## config.mk

```make
export PLATFORM = sky130hd
export DESIGN_NAME = alu_wb_stage_flat
export DESIGN_NICKNAME = d
export VERILOG_FILES = /design/src/rtl/alu_wb_pkg.sv /design/src/rtl/alu_wb_stage_if.sv /design/src/rtl/alu_wb_fifo.sv /design/src/rtl/alu_wb_stage.sv /design/src/flat_wrapper.sv
export SDC_FILE = /design/constraint.sdc
export NUM_CORES = 1
export LEC_CHECK = 0
export CORE_MARGIN = 4
export CORE_UTILIZATION = 50
export DETAILED_ROUTE_END_ITERATION = 12
export HOLD_SLACK_MARGIN = 0.15
export PLACE_DENSITY = 0.82
export SLEW_MARGIN = 5
export SYNTH_ARGS = -nofsm -noshare
export SYNTH_HDL_FRONTEND = slang
export SYNTH_SLANG_ARGS = --single-unit
```

## constraint.sdc

```tcl
create_clock -name clk -period 3.6 [get_ports clk]
set_input_delay 0.72 -clock clk [delete_from_list [all_inputs] [get_ports clk]]
set_output_delay 0.72 -clock clk [all_outputs]
set_load 0.03 [all_outputs]
```

## src/rtl/alu_wb_pkg.sv

```systemverilog
// Shared opcode, flag-index and entry definitions for the ALU writeback stage.
package alu_wb_pkg;

    localparam int WB_WIDTH = 4;

    localparam logic [2:0] OP_SLT = 3'b111;

    localparam int FLAG_Z = 3;
    localparam int FLAG_N = 2;
    localparam int FLAG_C = 1;
    localparam int FLAG_V = 0;

    typedef struct packed {
        logic [2:0]          op;
        logic [WB_WIDTH-1:0] result;
        logic [3:0]          flags;
    } wb_entry_t;

endpackage

```

## src/rtl/alu_wb_stage_if.sv

```systemverilog
// ALU-to-writeback bundle channel and writeback-to-consumer channel, valid/ready on both.
interface alu_wb_stage_if #(
    parameter int WIDTH = 4
) ();
    logic             in_valid;
    logic             in_ready;
    logic [2:0]       in_op;
    logic [WIDTH-1:0] in_result;
    logic             in_cout;
    logic             in_set;
    logic             in_overflow;

    logic             out_valid;
    logic             out_ready;
    logic [2:0]       out_op;
    logic [WIDTH-1:0] out_result;
    logic [3:0]       out_flags;

    // Stage side.
    modport slave (
        input  in_valid, in_op, in_result, in_cout, in_set, in_overflow, out_ready,
        output in_ready, out_valid, out_op, out_result, out_flags
    );

    // ALU producer plus downstream consumer side.
    modport master (
        output in_valid, in_op, in_result, in_cout, in_set, in_overflow, out_ready,
        input  in_ready, out_valid, out_op, out_result, out_flags
    );
endinterface

```

## src/rtl/alu_wb_fifo.sv

```systemverilog
// Generic synchronous FIFO; entry visible on pop side one cycle after push, no bypass.
// Push refused while full, pop ignored while empty; head data reads as zero when empty.
module alu_wb_fifo #(
    parameter int DW    = 8,
    parameter int DEPTH = 2
) (
    input  logic          clk,
    input  logic          rst_n,
    input  logic          push_vld_i,
    input  logic [DW-1:0] push_dat_i,
    input  logic          pop_rdy_i,
    output logic [DW-1:0] pop_dat_o,
    output logic          full_o,
    output logic          empty_o
);
    localparam int         AW       = $clog2(DEPTH);
    localparam logic [AW:0] FULL_CNT = DEPTH[AW:0];

    logic [DW-1:0] mem_q [DEPTH];
    logic [AW-1:0] wr_ptr_q, wr_ptr_d;
    logic [AW-1:0] rd_ptr_q, rd_ptr_d;
    logic [AW:0]   cnt_q, cnt_d;
    logic          push, pop;

    assign full_o  = (cnt_q == FULL_CNT);
    assign empty_o = (cnt_q == '0);
    assign push    = push_vld_i & ~full_o;
    assign pop     = pop_rdy_i & ~empty_o;

    // Zero while empty so the idle output bus is deterministic after reset.
    assign pop_dat_o = empty_o ? '0 : mem_q[rd_ptr_q];

    always_comb begin
        wr_ptr_d = wr_ptr_q;
        rd_ptr_d = rd_ptr_q;
        cnt_d    = cnt_q;
        if (push) wr_ptr_d = wr_ptr_q + 1'b1;
        if (pop)  rd_ptr_d = rd_ptr_q + 1'b1;
        case ({push, pop})
            2'b10:   cnt_d = cnt_q + 1'b1;
            2'b01:   cnt_d = cnt_q - 1'b1;
            default: cnt_d = cnt_q;
        endcase
    end

    always_ff @(posedge clk) begin
        if (!rst_n) begin
            wr_ptr_q <= '0;
            rd_ptr_q <= '0;
            cnt_q    <= '0;
        end else begin
            wr_ptr_q <= wr_ptr_d;
            rd_ptr_q <= rd_ptr_d;
            cnt_q    <= cnt_d;
        end
    end

    always_ff @(posedge clk) begin
        if (rst_n && push) mem_q[wr_ptr_q] <= push_dat_i;
    end

endmodule

```

## src/rtl/alu_wb_stage.sv

```systemverilog
// ALU writeback/flag stage: Z/N/C/V derivation, DEPTH-entry buffer, sticky overflow, retire count.
// Latency 1 cycle push-to-head; in_ready is occupancy-only (no path from out_ready). ALU_WB_SLT_ZEXT_EN zero-extends SLT results.
module alu_wb_stage
    import alu_wb_pkg::*;
#(
    parameter int WIDTH = WB_WIDTH,
    parameter int DEPTH = 2,
    parameter int CNT_W = 8
) (
    input  logic             clk,
    input  logic             rst_n,
    alu_wb_stage_if.slave    bus,
    output logic             sticky_ovf,
    input  logic             clr_sticky,
    output logic [CNT_W-1:0] retired_cnt
);
    // Same layout as wb_entry_t, widened to follow WIDTH.
    typedef struct packed {
        logic [2:0]       op;
        logic [WIDTH-1:0] result;
        logic [3:0]       flags;
    } entry_t;

    logic [WIDTH-1:0] result_final;
    logic [3:0]       flags;
    entry_t           push_ent, head_ent;
    logic             full, empty, push, pop;
    logic             sticky_q, sticky_d;
    logic [CNT_W-1:0] retired_q, retired_d;

`ifdef ALU_WB_SLT_ZEXT_EN
    always_comb begin
        result_final = bus.in_result;
        if (bus.in_op == OP_SLT) result_final = {{(WIDTH-1){1'b0}}, bus.in_set};
    end
`else
    logic unused_in_set;
    assign unused_in_set = bus.in_set;
    assign result_final  = bus.in_result;
`endif

    always_comb begin
        flags         = '0;
        flags[FLAG_Z] = (result_final == '0);
        flags[FLAG_N] = result_final[WIDTH-1];
        flags[FLAG_C] = bus.in_cout;
        flags[FLAG_V] = bus.in_overflow;
    end

    assign push_ent = '{op: bus.in_op, result: result_final, flags: flags};
    assign push     = bus.in_valid & ~full;
    assign pop      = bus.out_ready & ~empty;

    alu_wb_fifo #(
        .DW    ($bits(entry_t)),
        .DEPTH (DEPTH)
    ) u_fifo (
        .clk        (clk),
        .rst_n      (rst_n),
        .push_vld_i (bus.in_valid),
        .push_dat_i (push_ent),
        .pop_rdy_i  (bus.out_ready),
        .pop_dat_o  (head_ent),
        .full_o     (full),
        .empty_o    (empty)
    );

    assign bus.in_ready   = ~full;
    assign bus.out_valid  = ~empty;
    assign bus.out_op     = head_ent.op;
    assign bus.out_result = head_ent.result;
    assign bus.out_flags  = head_ent.flags;

    // A new overflow in the same cycle as a clear must survive.
    always_comb begin
        sticky_d  = (push & bus.in_overflow) | (sticky_q & ~clr_sticky);
        retired_d = pop ? retired_q + 1'b1 : retired_q;
    end

    always_ff @(posedge clk) begin
        if (!rst_n) begin
            sticky_q  <= 1'b0;
            retired_q <= '0;
        end else begin
            sticky_q  <= sticky_d;
            retired_q <= retired_d;
        end
    end

    assign sticky_ovf  = sticky_q;
    assign retired_cnt = retired_q;

endmodule

```

## src/flat_wrapper.sv

```systemverilog
// flat-port wrapper written by rule: the top's interface ports become plain ports
module alu_wb_stage_flat import alu_wb_pkg::*;
#(
    parameter int WIDTH = WB_WIDTH,
    parameter int DEPTH = 2,
    parameter int CNT_W = 8
)
  (clk, rst_n, sticky_ovf, clr_sticky, retired_cnt, bus_in_valid, bus_in_op, bus_in_result, bus_in_cout, bus_in_set, bus_in_overflow, bus_out_ready, bus_in_ready, bus_out_valid, bus_out_op, bus_out_result, bus_out_flags);
  alu_wb_stage_if #(.WIDTH(WIDTH)) bus_i ();
  input  logic clk;
  input  logic rst_n;
  output logic sticky_ovf;
  input  logic clr_sticky;
  output logic [CNT_W-1:0] retired_cnt;
  input wire logic [$bits(bus_i.in_valid)-1:0] bus_in_valid;
  input wire logic [$bits(bus_i.in_op)-1:0] bus_in_op;
  input wire logic [$bits(bus_i.in_result)-1:0] bus_in_result;
  input wire logic [$bits(bus_i.in_cout)-1:0] bus_in_cout;
  input wire logic [$bits(bus_i.in_set)-1:0] bus_in_set;
  input wire logic [$bits(bus_i.in_overflow)-1:0] bus_in_overflow;
  input wire logic [$bits(bus_i.out_ready)-1:0] bus_out_ready;
  output wire logic [$bits(bus_i.in_ready)-1:0] bus_in_ready;
  output wire logic [$bits(bus_i.out_valid)-1:0] bus_out_valid;
  output wire logic [$bits(bus_i.out_op)-1:0] bus_out_op;
  output wire logic [$bits(bus_i.out_result)-1:0] bus_out_result;
  output wire logic [$bits(bus_i.out_flags)-1:0] bus_out_flags;
  assign bus_i.in_valid = bus_in_valid;
  assign bus_i.in_op = bus_in_op;
  assign bus_i.in_result = bus_in_result;
  assign bus_i.in_cout = bus_in_cout;
  assign bus_i.in_set = bus_in_set;
  assign bus_i.in_overflow = bus_in_overflow;
  assign bus_i.out_ready = bus_out_ready;
  assign bus_in_ready = bus_i.in_ready;
  assign bus_out_valid = bus_i.out_valid;
  assign bus_out_op = bus_i.out_op;
  assign bus_out_result = bus_i.out_result;
  assign bus_out_flags = bus_i.out_flags;
  alu_wb_stage #(.WIDTH(WIDTH), .DEPTH(DEPTH), .CNT_W(CNT_W)) u_core (.clk(clk), .rst_n(rst_n), .bus(bus_i), .sticky_ovf(sticky_ovf), .clr_sticky(clr_sticky), .retired_cnt(retired_cnt));
endmodule
```

Word level (Yosys, flattened, before mapping)
Memories as Yosys holds them, arrays and structs flattened. A register that Yosys moved wholly into a read port is not among the register bits.
Index checks and enable logic that the tools add are counted.
Operators by class
  add/sub/neg operators: 5
  eq/ne operators: 3
  muxes and demuxes: 6
  bitwise operators: 8
  reductions and logical operators: 4
Operator list (number)
  11-bit 2-to-1 mux: 1
  8-bit by 1-bit adder with 8-bit output, second input constant: 1
  1-bit AND: 4
  2-bit equality test, second input constant: 2
  4-bit zero test: 1
  1-bit 2-to-1 mux: 4
  2-bit case mux with 2 select lines: 1
  1-bit NOT: 3
  1-bit adder, second input constant: 2
  2-bit by 1-bit adder with 2-bit output, second input constant: 1
  2-bit by 1-bit equality test with 1-bit output, second input constant: 1
  2-bit zero test: 1
  2-bit nonzero test: 1
  2-bit by 1-bit subtractor with 2-bit output, second input constant: 1
  1-bit logical AND: 1
  1-bit OR: 1
Word-level totals
  register bits: 13
  bits in writable memories: 22
  input bits: 15
  output and inout bits: 22
  word-level logic and storage cells: 32
  memories kept: 1
Memories
  u_core.u_fifo.mem_q: words 2, width 11, read ports 1, clocked after Yosys merged registers in 1, wr ports 1, line alu_wb_fifo.sv:19  | logic [DW-1:0] mem_q [DEPTH];

Depth between registers and ports, before layout
Gate-level depths: netlist of run 1.
  word-level depth: 6
  gate-level depth with buffers: 7
  gate-level depth less buffers: 6

Cells and area by module
From an unflattened synthesis of run 1, not the netlist that was laid out.
Unflattened totals
  cell total of the unflattened synthesis: 119
  area total of the unflattened synthesis: 1476.4 um^2
By module, submodules not included
  alu_wb_fifo: times used 1, cells an instance 73, area each 1064.8 um^2, sequential area each 760.7 um^2
  alu_wb_stage: times used 1, cells an instance 46, area each 411.6 um^2, sequential area each 180.2 um^2

Worst setup path before layout of run 1
No wires, ideal clock.
  path kind: flip-flop to output port
  start: register u_core.u_fifo.cnt_q[0]
  end: output port bus_out_result[3]
  data arrival time: 1.419 ns
  required time: 2.880 ns
  path slack: 1.461 ns
  stages on the path, launching flop included: 5
  buffers on the path: 2
  cells stage by stage: dfxtp_1 > nor2_1 > clkbuf_1 > nor2_1 > buf_4
Between the ends
  cells in the longest elaborated chain, start to end: 2
Ends and longest elaborated chain
  start, declared: line alu_wb_fifo.sv:22  | logic [AW:0] cnt_q, cnt_d;
  start signal, assigned: line alu_wb_fifo.sv:54  | cnt_q <= cnt_d;
  2-bit zero test: line alu_wb_fifo.sv:26  | assign empty_o = (cnt_q == '0);
  11-bit 2-to-1 mux: line alu_wb_fifo.sv:31  | assign pop_dat_o = empty_o ? '0 : mem_q[rd_ptr_q];
  end, declared: line flat_wrapper.sv:25  | output wire logic [$bits(bus_i.out_result)-1:0] bus_out_result;
Every way passes these cells.

Worst setup path in the final report of run 1
  start: register u_core.u_fifo.cnt_q[0]
  end: output port bus_out_flags[2]
Between the ends
  cells in the longest elaborated chain, start to end: 2
Ends and longest elaborated chain
  2-bit zero test: line alu_wb_fifo.sv:26
  11-bit 2-to-1 mux: line alu_wb_fifo.sv:31
  end, declared: line flat_wrapper.sv:26  | output wire logic [$bits(bus_i.out_flags)-1:0] bus_out_flags;
Every way passes these cells.

==> impl_metrics.xml, run 1 <==
<?xml version="1.0" encoding="UTF-8"?>
<metrics>
  <group name="synth">
    <metric name="ys_warn_count" unit="">0</metric>
    <metric name="postSynth.asyncResetShare" unit="%">0</metric>
    <metric name="post_synth_instance_area" unit="um^2">1388</metric>
    <metric name="synth.ff_latch_count" unit="">34</metric>
    <metric name="synthesis.area_per_instance" unit="um^2">12.07</metric>
    <metric name="synth.yosys.seq_area_share" unit="%">63.48</metric>
    <metric name="synth_ff_type" unit="">edfxtp_1</metric>
    <metric name="netlist-cell-type-count" unit="">28</metric>
    <metric name="post-synth-top-area-cell" unit="">edfxtp_1</metric>
    <metric name="synth_nets" unit="">132</metric>
    <metric name="synthDominantCellAreaShare" unit="%">43.28</metric>
    <metric name="post_synth_main_area_contributors" unit="">edfxtp_1 43%, dfxtp_1 20%, mux2i_1 7.9%</metric>
    <metric name="instance_count_of_the_mapped_netlist" unit="">115</metric>
    <metric name="synth_edf_count" unit="">20</metric>
  </group>
  <group name="timing">
    <metric name="timing.final.hold_violations" unit="">0</metric>
    <metric name="fmax" unit="MHz">362.8</metric>
    <metric name="hold_ws" unit="ns">0.4915</metric>
    <metric name="fin_crit" unit="ns">2.756</metric>
    <metric name="setup_ws" unit="ns">0.8439</metric>
    <metric name="relSlewSlack" unit="%">53.95</metric>
    <metric name="timing.final.setup_violations" unit="">0</metric>
    <metric name="fin_setup_tns" unit="ns">0</metric>
    <metric name="timing.final.max_slew_violations" unit="">0</metric>
    <metric name="rsz0062_at_grt" unit="">no</metric>
    <metric name="min_period_over_period" unit="%">76.56</metric>
    <metric name="clock_skew" unit="ns">0.01052</metric>
    <metric name="worst_pin_slew" unit="ns">0.6882</metric>
  </group>
  <group name="job">
    <metric name="max_cap_viol_count" unit="">0</metric>
  </group>
  <group name="placed_design">
    <metric name="finalWeightedCongestion" unit="">0.7243</metric>
    <metric name="placedInstanceArea" unit="um^2">1757</metric>
    <metric name="io_buffers" unit="">35</metric>
    <metric name="pre_cts_ws" unit="ns">1.152</metric>
    <metric name="dp_hpwl" unit="mm">2.042</metric>
  </group>
  <group name="route">
    <metric name="detailroute.via_count" unit="">998</metric>
    <metric name="routed_wire_length" unit="mm">2.765</metric>
    <metric name="detailedRoute.firstIterationViolations" unit="">39</metric>
    <metric name="antenna_left" unit="">0</metric>
    <metric name="post-route-drc-count" unit="">0</metric>
    <metric name="drt_via_density" unit="">5.395</metric>
    <metric name="detail_route.first_pass.iterations" unit="">4</metric>
    <metric name="drt-wirelength-per-cell" unit="um">14.95</metric>
  </group>
  <group name="clock_tree">
    <metric name="tritoncts_buffer_count" unit="">5</metric>
    <metric name="cts_hold_repair.buffers" unit="">0</metric>
    <metric name="cts_root_buffer" unit="">clkbuf_4</metric>
    <metric name="tritoncts_clock_tree" unit="">yes</metric>
    <metric name="postCtsResizedCells" unit="">0</metric>
    <metric name="clk_latency" unit="ns">0.33</metric>
    <metric name="clock_slew_at_reported_path_ffs" unit="ns">0.09</metric>
    <metric name="clock_sinks" unit="">34</metric>
    <metric name="cts_setup_buffers" unit="">0</metric>
    <metric name="clk_buf_depth" unit="">2</metric>
    <metric name="cts.htree.levels" unit="">2</metric>
  </group>
  <group name="layout">
    <metric name="area_growth_synth_to_finish" unit="%">30.12</metric>
    <metric name="layout.core_utilization" unit="%">70.32</metric>
    <metric name="fraction_of_layout_cells_with_a_size_suffix_above_1" unit="%">5.806</metric>
    <metric name="finish.net_count" unit="">171</metric>
    <metric name="finalInstanceArea" unit="um^2">1805</metric>
    <metric name="antenna_cells" unit="">0</metric>
    <metric name="fillerInstances" unit="">203</metric>
  </group>
  <group name="setup_path">
    <metric name="crit_path_max_fanout" unit="">11</metric>
    <metric name="worst-endpoint-arrival" unit="ns">2.04</metric>
    <metric name="required" unit="ns">2.88</metric>
    <metric name="endpoint_kind" unit="">output port</metric>
    <metric name="rrSetupSlack" unit="ns">1.65</metric>
    <metric name="critPathLaunchType" unit="">flop</metric>
    <metric name="timing_worst_setup_path_type" unit="">reg2out</metric>
  </group>
  <group name="global_route">
    <metric name="grt_start_max_net_pins" unit="">17</metric>
    <metric name="grt_antenna_before_repair" unit="">0</metric>
    <metric name="first_global_vias" unit="">987</metric>
    <metric name="grt_first_pass_wirelength" unit="mm">4.367</metric>
    <metric name="globalRoute.totalOverflow" unit="">0</metric>
    <metric name="groute.usage.overall" unit="%">16.84</metric>
  </group>
  <group name="pwr">
    <metric name="max-vdd-ir-drop" unit="mV">0.4590</metric>
    <metric name="static-leakage-power" unit="nW">0.6327</metric>
    <metric name="power_per_cell_area" unit="nW/um^2">698.0</metric>
  </group>
  <group name="floorplanning">
    <metric name="die-height" unit="um">60.68</metric>
    <metric name="floorplan.core_area" unit="um^2">2567</metric>
    <metric name="io_pins" unit="">37</metric>
    <metric name="rows" unit="">18</metric>
    <metric name="initial_core_util" unit="%">54.04</metric>
    <metric name="chipWidth" unit="um">60.68</metric>
    <metric name="design.die.area" unit="um^2">3682</metric>
  </group>
  <group name="hold_path">
    <metric name="timing.hold.worst.class" unit="">reg2reg</metric>
  </group>
  <group name="status">
    <metric name="outcome" unit="">complete, no violations</metric>
  </group>
</metrics>
state kept, by name, summed over array words and instances (netlist names), named ones only:
name and count:
u_core.u_fifo.mem_q 20, u_core.retired_cnt 8, u_core.u_fifo.cnt_q 2, u_core.sticky_ovf 1, u_core.u_fifo.rd_ptr_q 1, u_core.u_fifo.wr_ptr_q 1
critical path: stages (launching register included):
cell	delay [ns]
dfxtp_1	0.39
nor2_1	0.57
nor2_1	0.14
clkdlybuf4s50_1	0.62
report_power, final:
part           leakage (nW)  total, mW  internal, mW  switching, mW
Sequential            0.298      0.518         0.461         0.0577
Clock                0.0269      0.191        0.0750          0.116
Combinational         0.308      0.551         0.231          0.320
Total                 0.633       1.26         0.766          0.494
cell usage after synthesis, drive strengths merged (2+ instances only):
| library cell | n |
|---|---|
| xor2 | 4 |
| inv | 5 |
| nand2 | 3 |
| o21ai | 4 |
| edfxtp | 20 |
| ha | 2 |
| mux2i | 11 |
| buf | 2 |
| dfxtp | 14 |
| nand3 | 4 |
| or4 | 3 |
| or3 | 3 |
| clkbuf | 3 |
| nor2 | 18 |
| o31ai | 3 |
| a21oi | 7 |
| nor3 | 2 |
path summary, 6_finish.rpt:
path | end | start | depth (start not counted)
worst min-delay path | u_core.retired_cnt[7]$_SDFFE_PN0P_ | u_core.retired_cnt[7]$_SDFFE_PN0P_ | 2
worst max register to register | u_core.u_fifo.cnt_q[1]$_SDFFE_PN0P_ | u_core.u_fifo.cnt_q[0]$_SDFFE_PN0P_ | 5
worst min register to register | u_core.retired_cnt[7]$_SDFFE_PN0P_ | u_core.retired_cnt[7]$_SDFFE_PN0P_ | 2
worst max-delay path | bus_out_flags[2] | u_core.u_fifo.cnt_q[0]$_SDFFE_PN0P_ | 3
cells in the final DEF, fill, tap and decap left out, types with 2 or more instances in the layout:
cell             Yosys  routed
nand3_1              4       4
nor2_1              18      18
ha_1                 2       2
mux2i_1             11      11
clkdlybuf4s50_1      0      35
dfxtp_1             14      14
edfxtp_1            20      20
clkbuf_4             0       5
clkbuf_1             2       2
o31ai_1              3       3
or3_1                2       2
nand2_1              3       3
buf_4                1       2
a21oi_1              7       7
or4_1                3       3
nor3_1               2       2
xor2_1               4       4
o21ai_0              3       3
inv_1                5       5
final cells by class:
class	count	area (um^2)	area share [%]
clock buffers	7	45.04	2.495
clock inverters	1	3.754	0.2079
inverters	5	18.77	1.040
multi-input cells	71	454.2	25.16
flip-flops and latches	34	880.8	48.79
well taps	30	37.54	2.079
repair buffers	37	365.4	20.24
metrics by stage:
| stage | std cells | power [mW] |
|---|---|---|
| 3_5_place_dp | 177 | 1.083 |
| 4_1_cts | 185 | 1.272 |
| 6_report | 185 | 1.260 |
| 5_1_grt | 185 | 1.332 |
| 3_3_place_gp | 177 | 1.065 |
| 2_1_floorplan | 115 | 0.8848 |
cells by family after synthesis:
| logic type | share of synthesized area, % |
|---|---|
| compound gates | 7.574 |
| xor+xnor | 3.156 |
| fa+ha+maj | 1.803 |
| buf+inv | 3.787 |
| flops | 63.48 |
| mux | 7.935 |
| simple gates | 12.26 |
metal layers:
layer	wire length (um)	up-vias	GRT usage, %
met5	0	-	0
met2	1516	27	31.45
met3	169	5	4.894
li1	-	500	-
met1	1040	466	17.06
met4	38	0	7.740
(Power assumes the default switching activity.)
==> inputs of run 2 (changes only) <==
- CORE_UTILIZATION: 50 -> 47
- PLACE_DENSITY: 0.82 -> 0.78
- clock period: 3.6 -> 2.9 ns (I/O delays scaled with it)
==> run 2 against run 1 <==
Sequential share of layout area down 0.40 points. Global-route usage is 1.7 points lower. Wire length fell by 1.6%. Sequential cell count is the same. Total power increased by 27%. Clock-buffer cell count unchanged. Clock power up 39%. Critical path depth unchanged. Design area increased by 0.83%. Worst hold slack better by 0.0088 ns.
==> impl_metrics.xml, run 2 (synthesis results as in run 1) <==
<?xml version="1.0" encoding="UTF-8"?>
<metrics>
  <group name="setup_path">
    <metric name="crit_path_max_fanout" unit="">10</metric>
    <metric name="critical_path.cell_chain" unit="">mux2i_1 -&gt; nor2_1 -&gt; clkdlybuf4s50_1</metric>
    <metric name="rrSetupSlack" unit="ns">0.98</metric>
    <metric name="critPathLaunchType" unit="">flop</metric>
    <metric name="timing_worst_setup_path_type" unit="">reg2out</metric>
    <metric name="timing.rr.start" unit="">u_core.u_fifo.cnt_q[0]$_SDFFE_PN0P_</metric>
    <metric name="worst-path-stages" unit="">3</metric>
    <metric name="endpoint_kind" unit="">output port</metric>
    <metric name="critPathTopFamily" unit="">flip-flops</metric>
    <metric name="crit_path_buf_inv_count" unit="">1</metric>
    <metric name="worst-endpoint-arrival" unit="ns">2.03</metric>
    <metric name="critPathCapture" unit="">bus_out_flags[2]</metric>
    <metric name="r2r_end" unit="">u_core.u_fifo.cnt_q[1]$_SDFFE_PN0P_</metric>
    <metric name="reg2regPathDepth" unit="">5</metric>
    <metric name="critical-path-slowest-cell" unit="">dfxtp_1</metric>
    <metric name="required" unit="ns">2.32</metric>
    <metric name="critical_path.max_stage_delay" unit="ns">0.71</metric>
  </group>
  <group name="placed_design">
    <metric name="io_buffers" unit="">35</metric>
    <metric name="dp.cells" unit="">178</metric>
    <metric name="finalWeightedCongestion" unit="">0.7011</metric>
    <metric name="dp_hpwl" unit="mm">1.972</metric>
    <metric name="pre_cts_ws" unit="ns">0.5558</metric>
  </group>
  <group name="route">
    <metric name="drt-wirelength-per-cell" unit="um">14.62</metric>
    <metric name="post-route-drc-count" unit="">0</metric>
    <metric name="detailroute.via_count" unit="">983</metric>
    <metric name="antenna_left" unit="">0</metric>
    <metric name="drt_via_density" unit="">5.285</metric>
    <metric name="routed_wire_length" unit="mm">2.720</metric>
    <metric name="detailedRoute.firstIterationViolations" unit="">11</metric>
    <metric name="detail_route.first_pass.iterations" unit="">4</metric>
  </group>
  <group name="global_route">
    <metric name="groute.usage.overall" unit="%">15.11</metric>
    <metric name="grt_antenna_before_repair" unit="">0</metric>
    <metric name="first_global_vias" unit="">1014</metric>
    <metric name="grt_first_pass_wirelength" unit="mm">4.664</metric>
    <metric name="grt_start_max_net_pins" unit="">17</metric>
    <metric name="globalRoute.totalOverflow" unit="">0</metric>
  </group>
  <group name="layout">
    <metric name="post_layout_nonfiller_instances" unit="">186</metric>
    <metric name="layout_common_cells" unit="">35 x clkdlybuf4s50_1, 20 x edfxtp_1, 17 x nor2_1</metric>
    <metric name="area.sequential" unit="um^2">880.8</metric>
    <metric name="finish.net_count" unit="">171</metric>
    <metric name="antenna_cells" unit="">0</metric>
    <metric name="largest_register_ff_count" unit="">20</metric>
    <metric name="final_common_cell" unit="">clkdlybuf4s50_1</metric>
    <metric name="multiInputGateArea" unit="um^2">456.7</metric>
    <metric name="fillerInstances" unit="">244</metric>
    <metric name="max_flop_register" unit="">u_core.u_fifo.mem_q</metric>
    <metric name="fraction_of_layout_cells_with_a_size_suffix_above_1" unit="%">7.742</metric>
    <metric name="area_growth_synth_to_finish" unit="%">31.20</metric>
  </group>
  <group name="clock_tree">
    <metric name="cts.htree.levels" unit="">2</metric>
    <metric name="cts_hold_repair.buffers" unit="">0</metric>
    <metric name="clock_sinks" unit="">34</metric>
    <metric name="clock_slew_at_reported_path_ffs" unit="ns">0.10</metric>
    <metric name="tritoncts_clock_tree" unit="">yes</metric>
    <metric name="tritoncts_buffer_count" unit="">5</metric>
    <metric name="cts_root_buffer" unit="">clkbuf_4</metric>
    <metric name="clk_buf_depth" unit="">2</metric>
    <metric name="clk_latency" unit="ns">0.33</metric>
    <metric name="cts_setup_buffers" unit="">0</metric>
  </group>
  <group name="pwr">
    <metric name="static-leakage-power" unit="nW">0.6415</metric>
    <metric name="clock_power_share" unit="%">16.6</metric>
    <metric name="power_per_cell_area" unit="nW/um^2">876.7</metric>
    <metric name="sw_frac_of_total" unit="%">38.75</metric>
    <metric name="p_switching" unit="mW">0.6185</metric>
    <metric name="power.share.combinational" unit="%">43.0</metric>
    <metric name="power_frac_seq" unit="%">40.4</metric>
    <metric name="max-vdd-ir-drop" unit="mV">0.6482</metric>
    <metric name="intPower" unit="mW">0.9775</metric>
    <metric name="fin_total_pwr" unit="mW">1.596</metric>
  </group>
  <group name="floorplanning">
    <metric name="design.die.area" unit="um^2">3886</metric>
    <metric name="floorplan.core_area" unit="um^2">2781</metric>
    <metric name="io_pins" unit="">37</metric>
    <metric name="chipWidth" unit="um">62.34</metric>
    <metric name="rows" unit="">19</metric>
    <metric name="die-height" unit="um">62.34</metric>
    <metric name="initial_core_util" unit="%">49.89</metric>
  </group>
  <group name="timing">
    <metric name="relSlewSlack" unit="%">60.50</metric>
    <metric name="timing.final.max_slew_violations" unit="">0</metric>
    <metric name="rsz0062_at_grt" unit="">no</metric>
    <metric name="min_period_over_period" unit="%">90.16</metric>
    <metric name="fmax" unit="MHz">382.5</metric>
    <metric name="worst_pin_slew" unit="ns">0.5917</metric>
    <metric name="timing.final.hold_violations" unit="">0</metric>
    <metric name="setup_ws" unit="ns">0.2853</metric>
    <metric name="clock_skew" unit="ns">0.01063</metric>
    <metric name="fin_crit" unit="ns">2.615</metric>
    <metric name="hold_ws" unit="ns">0.5003</metric>
    <metric name="fin_setup_tns" unit="ns">0</metric>
    <metric name="timing.final.setup_violations" unit="">0</metric>
  </group>
  <group name="job">
    <metric name="max_cap_viol_count" unit="">0</metric>
  </group>
  <group name="status">
    <metric name="outcome" unit="">complete, no violations</metric>
  </group>
  <group name="hold_path">
    <metric name="timing.hold.worst.class" unit="">reg2reg</metric>
  </group>
</metrics>
run 2: changes by cell type in the layout (fill, tap and decap cells not counted):
cell	delta
nor2_1	-1
clkbuf_8	+1
clkinv_1	-1
clkbuf_1	-1
nor2_2	+1
clkinv_2	+1
run 2: layout make-up:
class                   instances  share of cell area [%]
flip-flops and latches         34                   48.38
multi-input cells              71                   25.09
repair buffers                 37                   20.07
clock buffers                   7                   3.024
well taps                      31                   2.131
inverters                       5                   1.031
clock inverters                 1                  0.2749
run 2: power by group through the flow:
stage / Clock, mW / Sequential (mW) / Combinational (mW)
floorplan: 0 / 0.637 / 0.461
global placement: 0 / 0.650 / 0.674
detailed placement: 0 / 0.655 / 0.693
CTS: 0.275 / 0.644 / 0.696
global route: 0.307 / 0.655 / 0.737
finish: 0.265 / 0.644 / 0.686
run 2: routing by layer:
metal	GRT usage [%]	vias up	routed length, um
met5	0	-	0
met4	4.775	0	31
met3	5.586	5	155
met2	27.33	32	1420
met1	16.07	450	1113
li1	-	496	-
run 2: through the flow:
stage | cell area [um^2] | util [%]
after global routing | 1821 | 65.45
after floorplan | 1388 | -
after CTS | 1818 | 65.36
after global placement | 1758 | 63.20
after detailed placement | 1758 | 63.20
final | 1821 | 65.45
run 2: worst min-delay path by stage:
stage / startpoint / endpoint / slack, ns / cells after the start
after detailed placement: u_core.retired_cnt[7]$_SDFFE_PN0P_ / u_core.retired_cnt[7]$_SDFFE_PN0P_ / 0.49 / 2
after global placement: u_core.retired_cnt[7]$_SDFFE_PN0P_ / u_core.retired_cnt[7]$_SDFFE_PN0P_ / 0.47 / 2
after floorplan: u_core.u_fifo.rd_ptr_q$_SDFFE_PN0P_ / flop / 0.47 / 2
after global routing: u_core.retired_cnt[7]$_SDFFE_PN0P_ / u_core.retired_cnt[7]$_SDFFE_PN0P_ / 0.54 / 2
final: u_core.retired_cnt[7]$_SDFFE_PN0P_ / u_core.retired_cnt[7]$_SDFFE_PN0P_ / 0.50 / 2
after CTS: u_core.retired_cnt[7]$_SDFFE_PN0P_ / u_core.retired_cnt[7]$_SDFFE_PN0P_ / 0.50 / 2
run 2: repair_timing:
action,in CTS,in global routing
gates resized for setup,0,1
endpoints found under the setup margin,0,4
endpoints found under the hold margin,0,0
run 2: tightest hold or removal path: stages, from the launching register on:
cell	delay (ns)
dfxtp_1	0.34
o31ai_1	0.07
a21oi_1	0.06
